[src/rtl/r4_butterfly_pipe.sv]
// Two-stage pipelined complex radix-4 butterfly with per-transaction forward/inverse
// selection, optional divide-by-4 rounding and a valid/ready handshake with backpressure.
module r4_butterfly_pipe #(
    parameter  int DW    = 16,
    parameter  int SCALE = 0,
    localparam int OW    = (SCALE != 0) ? DW : DW + 2
) (
    input  logic            clk,
    input  logic            reset,
    input  logic            in_valid,
    output logic            in_ready,
    input  logic            in_inv,
    input  logic [4*DW-1:0] x_re,
    input  logic [4*DW-1:0] x_im,
    output logic            out_valid,
    input  logic            out_ready,
    output logic [4*OW-1:0] y_re,
    output logic [4*OW-1:0] y_im
);

    localparam int W1 = DW + 1;
    localparam int W2 = DW + 2;

    logic signed [DW-1:0] w_xr [4];
    logic signed [DW-1:0] w_xi [4];

    logic signed [W1-1:0] w_a_re, w_a_im, w_b_re, w_b_im;
    logic signed [W1-1:0] w_c_re, w_c_im, w_d_re, w_d_im;

    logic                 r_v1;
    logic                 r_inv1;
    logic signed [W1-1:0] r_a_re, r_a_im, r_b_re, r_b_im;
    logic signed [W1-1:0] r_c_re, r_c_im, r_d_re, r_d_im;

    logic signed [W2-1:0] w_p_re, w_p_im, w_q_re, w_q_im;
    logic signed [W2-1:0] w_r_re, w_r_im, w_s_re, w_s_im;
    logic signed [W2-1:0] w_full_re [4];
    logic signed [W2-1:0] w_full_im [4];
    logic [4*OW-1:0]      w_y_re;
    logic [4*OW-1:0]      w_y_im;

    logic                 r_v2;
    logic [4*OW-1:0]      r_y_re;
    logic [4*OW-1:0]      r_y_im;

    logic                 w_s1_en;
    logic                 w_s2_en;

    // Round-half-up divide by 4; the extra bit keeps v+2 from wrapping before the shift.
    function automatic logic [OW-1:0] f_scale(input logic signed [W2-1:0] v);
        logic signed [W2:0] w_sum;
        logic signed [W2:0] w_sh;
        w_sum = (W2+1)'(v) + (W2+1)'(2);
        w_sh  = w_sum >>> 2;
        if (SCALE != 0) return OW'(w_sh);
        else            return OW'(v);
    endfunction

    // A stage may load when it is empty or when its content moves on this cycle.
    assign w_s2_en  = ~r_v2 | out_ready;
    assign w_s1_en  = ~r_v1 | w_s2_en;
    assign in_ready = w_s1_en;

    always_comb begin
        for (int i = 0; i < 4; i++) begin
            w_xr[i] = x_re[i*DW +: DW];
            w_xi[i] = x_im[i*DW +: DW];
        end
    end

    assign w_a_re = W1'(w_xr[0]) + W1'(w_xr[2]);
    assign w_a_im = W1'(w_xi[0]) + W1'(w_xi[2]);
    assign w_b_re = W1'(w_xr[0]) - W1'(w_xr[2]);
    assign w_b_im = W1'(w_xi[0]) - W1'(w_xi[2]);
    assign w_c_re = W1'(w_xr[1]) + W1'(w_xr[3]);
    assign w_c_im = W1'(w_xi[1]) + W1'(w_xi[3]);
    assign w_d_re = W1'(w_xr[1]) - W1'(w_xr[3]);
    assign w_d_im = W1'(w_xi[1]) - W1'(w_xi[3]);

    // NOTE: sequential state uses non-blocking assignments so every register samples pre-edge values.
    always_ff @(posedge clk or posedge reset) begin
        if (reset) begin
            // NOTE: data registers are cleared too, so the outputs read zero straight out of reset.
            r_v1   <= 1'b0;
            r_inv1 <= 1'b0;
            r_a_re <= '0;
            r_a_im <= '0;
            r_b_re <= '0;
            r_b_im <= '0;
            r_c_re <= '0;
            r_c_im <= '0;
            r_d_re <= '0;
            r_d_im <= '0;
        end else if (w_s1_en) begin
            r_v1 <= in_valid;
            if (in_valid) begin
                r_inv1 <= in_inv;
                r_a_re <= w_a_re;
                r_a_im <= w_a_im;
                r_b_re <= w_b_re;
                r_b_im <= w_b_im;
                r_c_re <= w_c_re;
                r_c_im <= w_c_im;
                r_d_re <= w_d_re;
                r_d_im <= w_d_im;
            end
        end
    end

    assign w_p_re = W2'(r_a_re) + W2'(r_c_re);
    assign w_p_im = W2'(r_a_im) + W2'(r_c_im);
    assign w_q_re = W2'(r_a_re) - W2'(r_c_re);
    assign w_q_im = W2'(r_a_im) - W2'(r_c_im);
    // r = b - j*d, s = b + j*d
    assign w_r_re = W2'(r_b_re) + W2'(r_d_im);
    assign w_r_im = W2'(r_b_im) - W2'(r_d_re);
    assign w_s_re = W2'(r_b_re) - W2'(r_d_im);
    assign w_s_im = W2'(r_b_im) + W2'(r_d_re);

    always_comb begin
        // NOTE: every output of this block is given a value first, so no latch can be inferred.
        w_y_re = '0;
        w_y_im = '0;
        w_full_re[0] = w_p_re;
        w_full_im[0] = w_p_im;
        w_full_re[2] = w_q_re;
        w_full_im[2] = w_q_im;
        w_full_re[1] = r_inv1 ? w_s_re : w_r_re;
        w_full_im[1] = r_inv1 ? w_s_im : w_r_im;
        w_full_re[3] = r_inv1 ? w_r_re : w_s_re;
        w_full_im[3] = r_inv1 ? w_r_im : w_s_im;
        for (int i = 0; i < 4; i++) begin
            w_y_re[i*OW +: OW] = f_scale(w_full_re[i]);
            w_y_im[i*OW +: OW] = f_scale(w_full_im[i]);
        end
    end

    always_ff @(posedge clk or posedge reset) begin
        if (reset) begin
            r_v2   <= 1'b0;
            r_y_re <= '0;
            r_y_im <= '0;
        end else if (w_s2_en) begin
            r_v2 <= r_v1;
            if (r_v1) begin
                r_y_re <= w_y_re;
                r_y_im <= w_y_im;
            end
        end
    end

    assign out_valid = r_v2;
    assign y_re      = r_y_re;
    assign y_im      = r_y_im;

endmodule

[config.mk]
export PLATFORM = sky130hd
export DESIGN_NAME = r4_butterfly_pipe
export DESIGN_NICKNAME = d
export VERILOG_FILES = /design/src/rtl/r4_butterfly_pipe.sv
export SDC_FILE = /design/constraint.sdc
export NUM_CORES = 1
export LEC_CHECK = 0
export CORE_UTILIZATION = 46
export DETAILED_ROUTE_END_ITERATION = 10
export PLACE_DENSITY = 0.68
export SLEW_MARGIN = 20
export SYNTH_ARGS = -nofsm -noshare
export SYNTH_HDL_FRONTEND = slang
export SYNTH_SLANG_ARGS = --single-unit
[constraint.sdc]
create_clock -name clk -period 23.2 [get_ports clk]
set_clock_uncertainty 0.1 [all_clocks]
set_input_delay 4.64 -clock clk [delete_from_list [all_inputs] [get_ports clk]]
set_output_delay 4.64 -clock clk [all_outputs]
set_load 0.05 [all_outputs]
# After elaboration in Yosys (flattened, before gate mapping)
# Index checks and enable logic that the tools add are counted.
# Widths: inputs -> output; s select.
[op_classes]
muxes = 4
bitwise = 4
n_reduce_logical = 2
add_sub_neg = 16
[op_table]
columns = ["op", "n"]
rows = [
  ["$add 17x17->18", 4],
  ["$mux 18", 4],
  ["$sub 17x17->18", 4],
  ["$add 16x16->17", 4],
  ["$sub 16x16->17", 4],
  ["$reduce_and 2->1", 2],
  ["$not 1->1", 2],
  ["$or 1x1->1", 2],
]
[word_totals]
ff_bits = 283
word_cells = 39
out_inout_bits = 146

# Logic depth before layout (Yosys ltp)
# Gate-level depths: netlist of the first run.
[logic_depth]
depth_word = 4
mapped_depth = 13
ltp_nobuf = 13

# Worst setup path before layout of the first run
# Ideal clock, no wire load.
[synth_timing]
path_type = "input to output"
start = "input port out_ready"
end = "output port in_ready"
path_stages = 1
setup_slack_ns = 13.321
arrival_ns = 5.139
cell_sequence = "nand3b_1"
[synth_via]
elab_chain_len = 2
[synth_lines]
columns = ["element", "line", "text"]
rows = [
  ["from (decl)", "16", "input logic out_ready,"],
  ["$or 1x1->1", "60", "assign w_s2_en = ~r_v2 | out_ready;"],
  ["$or 1x1->1", "61", "assign w_s1_en = ~r_v1 | w_s2_en;"],
  ["to (decl)", "11", "output logic in_ready,"],
]
# No other way between the ends.

# Final worst setup path of the first run
# Same ends and word-level chain as after synthesis.

==> results of run 1 <==
## report_power, final
group / leakage (nW) / total [mW] / switching (mW) / internal [mW]
clock: 0.556 / 0.547 / 0.211 / 0.335
combinational: 8.23 / 1.84 / 1.17 / 0.669
sequential: 3.35 / 0.801 / 0.152 / 0.649
## final cells by class
cell class	count	area, sq um
multi-input cells	2098	14100
clock inverters	13	181
inverters	229	867
repair buffers	289	2870
clock buffers	43	956
flip-flops and latches	275	6880
well taps	615	769
diodes	1	2.50
fillers	4446	21200
## cells by family after synthesis
group	synth area share, %
simple gates	16.9
flops	30.8
xor+xnor	7.95
buf+inv	6.39
mux	1.18
compound gates	20.7
fa+ha+maj	16.2
## worst paths after layout
check / startpoint / endpoint / slack [ns] / cells after the start
hold reg to reg: y_re[53] / y_re[53] / 0.37 / 1
max in group asynchronous: reset / r_inv1 / 16.43 / 4
setup reg to reg: r_a_re[0] / y_re[52] / 19.40 / 13
hold / removal: y_re[53] / y_re[53] / 0.37 / 1
setup / recovery: out_ready / in_ready / 12.31 / 3
min in group asynchronous: reset / y_re[12] / 4.50 / 2
## synth_stat cells (32+ instances only)
cell type / number
nand2_1: 332
o21ai_0: 283
dfrtp_1: 275
ha_1: 264
inv_1: 228
nor2_1: 186
a21oi_1: 182
xnor2_1: 154
clkbuf_1: 123
nor3_1: 82
nand2b_1: 66
xor2_1: 49
nor2b_1: 37
o21ai_1: 37
nand3_1: 32
## registers in the layout, summed over array words and instances (netlist names), 16 cells and up
register,count
y_im,70
r_b_im,16
y_re,70
r_a_re,17
r_b_re,16
r_d_im,17
r_d_re,16
r_c_re,17
r_a_im,17
r_c_im,16
## worst register-to-register path: cells and delay by family (launching register included)
kind | cells | cell delay (ns)
AO/OA/AOI/OAI | 7 | 1.80
XOR/XNOR | 1 | 0.22
adder cells (fa/ha/maj) | 2 | 0.66
buffers and inverters | 2 | 0.28
flip-flops | 1 | 0.50
AND/OR/NAND/NOR | 1 | 0.08
## metal layers
metal,routed length [um],up-vias
li1,-,9752
met1,32100,9358
met2,29500,528
met3,3140,78
met4,1580,0
met5,0,-
## stage by stage
| step | setup WS, ns | util [%] | hold WS (ns) | std cells | total power, mW |
|---|---|---|---|---|---|
| after global placement | 12.30 | 53.2 | 0.361 | 3506 | 2.61 |
| after global routing | 12.23 | 55.6 | 0.389 | 3563 | 3.38 |
| after floorplan | 10.88 | - | 0.371 | 2748 | 2.04 |
| final | 12.31 | 55.6 | 0.374 | 3563 | 3.18 |
| after CTS | 12.30 | 55.6 | 0.378 | 3562 | 3.20 |
| after detailed placement | 12.31 | 53.2 | 0.365 | 3506 | 2.63 |
==> results_dict.tcl, run 1 <==
set metrics [dict create \
    use_met3_pct 3.66 \
    max_freq_mhz 91.8 \
    cp_top_family "buffers and inverters" \
    pin_count 279 \
    drt-wirelength-per-cell_um 18.6 \
    use_met1_pct 38.0 \
    start_kind "input pin" \
    drv_slew 0 \
    crit_chain "clkdlybuf4s50_1, nand3b_1, clkdlybuf4s50_1" \
    via_count 19700 \
    h-tree-depth 2 \
    dr.pass1.iters 5 \
    drt_iter0_drc 1476 \
    cts_resized 0 \
    viasPerCell 5.53 \
    crit_fanout 4 \
    overflow 0 \
    cts_tree "done" \
    antenna_found_initial 1 \
    fp.dieH_um 223 \
    synth-edff-count 0 \
    fp.coreArea_sq_um 47800 \
    final_layout_size_suffix_gt1_share_pct 3.12 \
    die-area_sq_um 49500 \
    worstSetupPathType "input pin to output pin" \
    critPathRequiredTime_ns 18.46 \
    hpwl_um 52800 \
    finalCritPeriodShare_pct 46.9 \
    nets 3340 \
    ir_drop_uv 83.8 \
    track_usage_pct 26.6 \
    die_width_um 223 \
    clock_latency_ns 0.54 \
    synth_area_leaders "dfrtp_1 31%, ha_1 15%, o21ai_0 6.3%" \
    mostFrequentLayoutCells "330 x nand2_1, 283 x o21ai_0, 278 x clkdlybuf4s50_1" \
    maxCapViolCount 0 \
    synth.distinct_cells 74 \
    setup_tns_ns 0 \
    ant_nets 0 \
    cts_root_buffer "clkbuf_16" \
    grt_pass1_wl_um 104000 \
    grt_pass1_vias 18800 \
    fin_crit_ns 10.89 \
    numCtsBuffers 34 \
    synth_seq_cells 275 \
    hold_violations 0 \
    ys_warn_count 0 \
    clk_path_buf_depth 3 \
    cp_common_cell "clkdlybuf4s50_1" \
    mostFrequentLayoutCell "nand2_1" \
    synth-async-reset-ratio_pct 100 \
    cts.sinks 275 \
    place_congestion 0.894 \
    arrival_ns 6.15 \
    yosysTopAreaCell "dfrtp_1" \
    cts_setup_buffers 0 \
    ys_seq_area_share_pct 30.8 \
    grt_max_degree 129 \
    postSynthAreaPerCell_sq_um 8.14 \
    hold_path_class "flip-flop to flip-flop" \
    busiest_layer "met2" \
    synth_cells 2748 \
    setup_viol_count_final 0 \
    critPathMaxStageDelay_ns 0.85 \
    power_density_nw_per_um2 120 \
    grtUsageMet2_pct 41.9 \
    drc 0 \
    worst_pin_slew_ns 1.03 \
    synthFlopType "dfrtp_1" \
    path_clk_slew_ns 0.06 \
    synth_top_area_share_pct 30.8 \
    synth_nets 3161 \
    cp_slowest_cell "clkdlybuf4s50_1" \
    relSlewSlack_pct 31.5 \
    drt-total-wl_um 66300 \
    place_area_sq_um 25500 \
    syn_area_sq_um 22400 \
    timing.critical_path.buf_inv 2 \
    leakagePower_nw 12.1 \
    holdBufCountCts 0 \
    area_delta_synth_final_pct 18.9 \
    start_util_pct 46.7 \
    outcome "finished clean" \
    portBuffers 278 \
    grt_setup_unrepaired "false" \
    design_area_sq_um 26600 \
    end_kind "output pin" \
    fp-row-count 80 \
]
Note: power is estimated with default switching activity, not from simulation.
==> inputs of run 2 (changes only) <==
clock period = 11.15 ns   (was 23.2 ns; I/O delays follow)
==> run 2 against run 1 <==
Compared with the run above:
- via count hardly changed
- power is 110% higher
- die area unchanged
- non-clock buffer count unchanged
- first-iteration DRC count down 8.3%
- flip-flop and latch count stayed put
- sequential share of layout area is 0.11 points higher
- final cell count did not move
- global-route usage fell by 0.24 points
- critical path type unchanged
- critical endpoint unchanged
- largest cell class unchanged
- largest power group unchanged
==> results_dict.tcl, run 2 (same netlist as run 1, synthesis figures left out) <==
set metrics [dict create \
    grt_pass1_wl_um 103000 \
    track_usage_pct 26.4 \
    pin_count 279 \
    start_util_pct 46.7 \
    cts.sinks 275 \
    power.internal_mw 3.34 \
    power_density_nw_per_um2 247 \
    use_met1_pct 38.4 \
    drt-wirelength-per-cell_um 18.6 \
    hold_violations 0 \
    power_frac_comb_pct 58.7 \
    drt-total-wl_um 66400 \
    busiest_layer "met2" \
    drc 0 \
    max_freq_mhz 164 \
    antenna_found_initial 3 \
    ant_nets 0 \
    critPathRequiredTime_ns 8.82 \
    cts_tree "done" \
    nets 3336 \
    final_layout_size_suffix_gt1_share_pct 3.16 \
    cts_resized 0 \
    p_seq_share_pct 25.5 \
    outcome "finished clean" \
    viasPerCell 5.53 \
    dp.cells 3506 \
    maxCapViolCount 0 \
    setup_tns_ns 0 \
    cts_root_buffer "clkbuf_16" \
    design_area_sq_um 26500 \
    grt_pass1_vias 18600 \
    area_delta_synth_final_pct 18.4 \
    drt_iter0_drc 1353 \
    fp-row-count 80 \
    die-area_sq_um 49500 \
    p_clk_share_pct 15.8 \
    worstSetupPathType "input pin to output pin" \
    die_width_um 223 \
    mostFrequentLayoutCell "nand2_1" \
    use_met3_pct 4.05 \
    place_area_sq_um 25500 \
    grtUsageMet2_pct 40.1 \
    report.power.total_mw 6.54 \
    overflow 0 \
    leakagePower_nw 12.1 \
    cts_setup_buffers 0 \
    h-tree-depth 1 \
    clk_path_buf_depth 3 \
    clock_latency_ns 0.59 \
    path_clk_slew_ns 0.06 \
    via_count 19700 \
    arrival_ns 3.76 \
    mostFrequentLayoutCells "330 x nand2_1, 283 x o21ai_0, 278 x clkdlybuf4s50_1" \
    hold_path_class "flip-flop to flip-flop" \
    start_kind "input pin" \
    grt_setup_unrepaired "false" \
    portBuffers 278 \
    fp.dieH_um 223 \
    fillers 4436 \
    relSlewSlack_pct 29.0 \
    grt_max_degree 114 \
    numCtsBuffers 30 \
    fp.coreArea_sq_um 47800 \
    p_sw_mw 3.20 \
    place_congestion 0.936 \
    drv_slew 0 \
    hpwl_um 53400 \
    finalCritPeriodShare_pct 54.7 \
    fin_crit_ns 6.09 \
    worst_pin_slew_ns 1.06 \
    crit_fanout 4 \
    setup_viol_count_final 0 \
    ir_drop_uv 154 \
    switching_share_pct 48.9 \
    end_kind "output pin" \
    stdcell_count 3563 \
    holdBufCountCts 0 \
    dr.pass1.iters 5 \
]
run 2: area by class of cell:
class                   instances  area [sq um]  share of cell area (%)
multi-input cells            2098         14100                    53.1
flip-flops and latches        275          6880                    26.0
repair buffers                289          2870                    10.8
clock buffers                  41           882                    3.33
inverters                     229           867                    3.27
well taps                     615           769                    2.90
clock inverters                15           150                   0.567
diodes                          1          2.50                 0.00945
run 2: worst paths after layout:
kind,startpoint,endpoint,slack [ns],depth (start not counted)
min reg2reg,y_re[62],y_re[62],0.37,2
min,y_re[62],y_re[62],0.37,2
max in group asynchronous,reset,r_a_re[7],7.52,3
min in group asynchronous,reset,y_re[49],2.03,2
max reg2reg,r_a_re[0],y_re[52],7.33,13
max,out_ready,in_ready,5.06,3
run 2: metrics by stage:
stage                     hold WS (ns)  utilization [%]  setup WS [ns]
after global placement           0.359             53.2           5.08
after floorplan                  0.371                -           1.24
after CTS                        0.379             55.4           5.05
after detailed placement         0.366             53.2           5.06
final                            0.372             55.4           5.06
after global routing             0.397             55.4           5.02
run 2: power by group through the flow:
stage	clock network, mW	registers [mW]	logic [mW]
2_1_floorplan	0	2.41	1.84
3_3_place_gp	0	1.68	3.77
3_5_place_dp	0	1.69	3.82
4_1_cts	1.06	1.67	3.83
5_1_grt	1.09	1.71	4.13
6_report	1.04	1.67	3.84
run 2: critical path, stage by stage:
cell and delay [ns]:
clkdlybuf4s50_1 0.46, nand3b_1 0.22, clkdlybuf4s50_1 0.85
run 2: layer usage:
metal,vias to the layer above,routed length (um)
met2,541,28600
met4,4,1980
met3,91,4090
met1,9303,31700
met5,-,27
li1,9759,-
